File: src/rtl/sd_spi_card_model_pkg.sv
// SD SPI card model: shared command indices, R1 bits, tokens, CRC helpers.
// Also used by the host controller side of the link.
package sd_spi_card_model_pkg;

  localparam logic [5:0] CMD_GO_IDLE   = 6'd0;
  localparam logic [5:0] CMD_SEND_OP   = 6'd1;
  localparam logic [5:0] CMD_SEND_IF   = 6'd8;
  localparam logic [5:0] CMD_RD_SINGLE = 6'd17;
  localparam logic [5:0] ACMD_SEND_OP  = 6'd41;
  localparam logic [5:0] CMD_APP       = 6'd55;

  localparam logic [7:0] R1_IDLE    = 8'h01;
  localparam logic [7:0] R1_ILLEGAL = 8'h04;
  localparam logic [7:0] R1_CRC     = 8'h08;

  localparam logic [7:0] TOKEN_START = 8'hFE;
  localparam logic [6:0] CRC7_POLY   = 7'h09;
  localparam logic [15:0] CRC16_POLY = 16'h1021;

  typedef enum logic [1:0] {
    CARD_PWR,
    CARD_IDLE,
    CARD_READY
  } card_st_e;

  typedef enum logic [2:0] {
    ST_RX,
    ST_NCR,
    ST_R1,
    ST_R7,
    ST_GAP,
    ST_TOKEN,
    ST_DATA,
    ST_CRC
  } proto_st_e;

  function automatic logic [6:0] crc7_byte(
    input logic [6:0] c,
    input logic [7:0] b
  );
    logic [6:0] r;
    logic fb;
    r = c;
    for (int i = 7; i >= 0; i--) begin
      fb = b[i] ^ r[6];
      r = {r[5:0], 1'b0} ^ (fb ? CRC7_POLY : 7'h00);
    end
    return r;
  endfunction

  function automatic logic [15:0] crc16_byte(
    input logic [15:0] c,
    input logic [7:0] b
  );
    logic [15:0] r;
    logic fb;
    r = c;
    for (int i = 7; i >= 0; i--) begin
      fb = b[i] ^ r[15];
      r = {r[14:0], 1'b0} ^ (fb ? CRC16_POLY : 16'h0000);
    end
    return r;
  endfunction

endpackage

File: src/rtl/sd_spi_card_model_crc16.sv
// Byte-wise CRC16-CCITT accumulator for the read data block.
// Cleared at the start token, advanced once per sent data byte.
module sd_spi_card_model_crc16
  import sd_spi_card_model_pkg::*;
(
  input  logic        clock,
  input  logic        reset,
  input  logic        clr,
  input  logic        en,
  input  logic [7:0]  din,
  output logic [15:0] crc
);

  logic [15:0] crc_q, crc_d;

  always_comb begin
    crc_d = crc_q;
    if (clr) crc_d = 16'h0000;
    else if (en) crc_d = crc16_byte(crc_q, din);
  end

  always_ff @(posedge clock) begin
    if (reset) crc_q <= 16'h0000;
    else crc_q <= crc_d;
  end

  assign crc = crc_q;

endmodule

File: config.mk
export PLATFORM = sky130hd
export DESIGN_NAME = sd_spi_card_model_crc16
export DESIGN_NICKNAME = d
export VERILOG_FILES = /design/src/rtl/sd_spi_card_model_pkg.sv /design/src/rtl/sd_spi_card_model_crc16.sv
export SDC_FILE = /design/constraint.sdc
export NUM_CORES = 1
export LEC_CHECK = 0
export CAP_MARGIN = 20
export CORE_UTILIZATION = 41
export DETAILED_ROUTE_END_ITERATION = 12
export DONT_BUFFER_PORTS = 1
export PLACE_DENSITY = 0.61
export SETUP_SLACK_MARGIN = 0.3
export SYNTH_ARGS = -nofsm -noshare
export SYNTH_HDL_FRONTEND = slang
export SYNTH_SLANG_ARGS = --single-unit
export TNS_END_PERCENT = 10
File: constraint.sdc
create_clock -name clock -period 1.95 [get_ports clock]
set_clock_uncertainty 0.15 [all_clocks]
set_input_delay 0.4875 -clock clock [delete_from_list [all_inputs] [get_ports clock]]
set_output_delay 0.4875 -clock clock [all_outputs]
set_load 0.01 [all_outputs]
==> results.json <==
{
  "outcome": "completed",
  "timing.rr.end": "crc[6]",
  "post-cts-setup-buffer-count": 0,
  "drt_first_iter_violations": 8,
  "htree_levels": 1,
  "grt_max_degree": 26,
  "io_pins": 28,
  "pwr-share-seq_pct": 46.5,
  "ir_drop_v": 0.000626,
  "grt_pass1_wl_um": 2620,
  "dieArea_um2": 2540,
  "cts_root_buffer": "clkbuf_4",
  "final_area_um2": 1030,
  "worstPathCellList": "xnor2_4 > xor3_1 > a21oi_1",
  "cp_slowest_cell": "dfxtp_1",
  "antenna_found_initial": 0,
  "critPathLaunchType": "flip-flop",
  "fp.dieW_um": 50.4,
  "dp_worst_setup_slack_ps": 344,
  "critPathTopFamily": "XOR/XNOR gates",
  "crit_cells": 3,
  "mostFrequentLayoutCells": "16 x dfxtp_1, 9 x nor2_1, 8 x xnor2_1, 6 x xor3_1",
  "overflow": 0,
  "finalHoldViolCount": 0,
  "r2r_start": "crc[14]",
  "antenna_cells": 0,
  "path_class": "reg -> reg",
  "dpl.hpwl_um": 1200,
  "die_h_um": 50.4,
  "largest_reg_flops": 16,
  "synth_warnings": 0,
  "globalplace.congestion": 0.692,
  "min_period_ps": 1560,
  "wl_per_cell_um": 14.9,
  "synthCells": 79,
  "p_sw_share_pct": 25.3,
  "setup_slack_ps": 391,
  "viasPerCell": 5.21,
  "period_share_pct": 80.0,
  "synth.avg_cell_area_um2": 12.1,
  "clk_latency_ps": 290,
  "ff2ff_setup_slack_ps": 390,
  "start_util_pct": 43.3,
  "hp-start": "en",
  "crit_required_ps": 2020,
  "ant_nets": 0,
  "placed_cell_area_um2": 985,
  "p_int_uw": 611,
  "combPwrFrac_pct": 26.6,
  "syn-cell-area_um2": 958,
  "synth-seq-cells": 16,
  "cts_tree": "done",
  "crit_end": "crc[6]",
  "cp-end-kind": "flip-flop",
  "crit_fanout": 4,
  "power_density_nw_per_um2": 792,
  "crit_path_start": "crc[14]",
  "fmax_ghz": 0.641,
  "yosys.cell_types.count": 18,
  "yosysSeqAreaShare_pct": 33.4,
  "drc": 0,
  "power_frac_clock_pct": 27.0,
  "fin_setup_tns_ps": 0,
  "path_buf_inv": 0,
  "final_common_cell": "dfxtp_1",
  "yosys.area.top_type": "dfxtp_1",
  "clockBufferDepth": 2,
  "totalWireLength_um": 1610,
  "ff2ff_path_depth": 3,
  "dr.pass1.iters": 3,
  "hold_path_class": "in -> reg",
  "core_area_um2": 2210,
  "syn_nets": 91,
  "cpPeakStageDelay_ps": 550,
  "final_layout_size_suffix_gt1_share_pct": 13.8,
  "nets": 93,
  "clkSinkCount": 16,
  "cts.clk_slew.worst_paths_ps": 100,
  "synth_top_cells_by_area": "dfxtp_1 33%, xor3_1 15%, xnor3_1 12%",
  "maxCapViolations": 0,
  "cts_buffers": 3,
  "switchingPower_uw": 207,
  "synth_top_cell_area_share_pct": 33.4,
  "leakage_uw": 0.000435,
  "max_slew_margin_pct": 71.0,
  "rsz0062_at_grt": "yes",
  "area_growth_pct": 7.70,
  "num_vias": 563,
  "worstPathArrival_ps": 1630,
  "worst_pin_slew_ps": 432,
  "grt_usage_pct": 14.2,
  "portBuffers": 0,
  "utilization_pct": 46.7,
  "setup_viol": 0,
  "num_rows": 17,
  "grt_pass1_vias": 591,
  "slew_violations": 0
}
## synthesized netlist by cell type, drive strengths merged
library cell	number
xnor2	12
nor2	9
nand3b	5
buf	2
nand2	1
or2	1
a21oi	3
a211oi	5
xor3	7
o21ai	8
clkbuf	2
dfxtp	16
mux2i	3
xnor3	5
## cell type report
class	count	area, um^2
clock buffer	4	36.3
fill	229	1180
multi-input combinational	59	633
sequential	16	320
tap	28	35.0
timing repair buffer	1	7.51
## metal layers
layer  up-vias  share of wire, %  track usage [%]
met1       261                42             16.0
met4         0                 0             2.78
met5         -                 0                0
met2        24                48             23.6
met3         0                10             8.18
li1        278                 -                -
## stage by stage
step                      hold slack (ps)  power (uW)  std cells
after floorplan                       367         584         79
after global placement                382         603        104
after detailed placement              401         605        104
after CTS                             116         831        108
after global routing                  111         866        108
final                                 134         818        108
## cell families after synthesis
kind of cell | after synthesis | share of synthesized area [%]
AOI/OAI and AO/OA | 16 | 9.66
xor gates and xnor gates | 24 | 43.6
muxes | 3 | 3.13
and+or+nand+nor | 16 | 8.49
DFF | 16 | 33.4
buffers and inverters | 4 | 1.70
## power by group through the flow
stage                     clock network, uW  registers, uW  logic (uW)
after floorplan                           0            382         202
after global placement                    0            388         215
after detailed placement                  0            388         217
after CTS                               233            380         217
after global routing                    249            384         233
final                                   220            380         217
## worst register-to-register path, cell delays in order, from the launching register on
cell and delay [ps]:
dfxtp_1 550, xnor2_4 200, xor3_1 460, a21oi_1 140
## what timing repair did
action | 4_1_cts | 5_1_grt
hold buffers | 0 | 0
gates resized for setup | 0 | 1
endpoints found under the setup margin | 0 | 2
## how the worst min path moves through the flow
stage,to,slack (ps),cells after the start
final,crc[5],130,1
after global routing,crc[3],110,1
after CTS,crc[7],120,1
after detailed placement,crc[0],400,2
after global placement,crc[0],380,2
after floorplan,crc[8],370,2
Power figures use the tool's default switching activity.
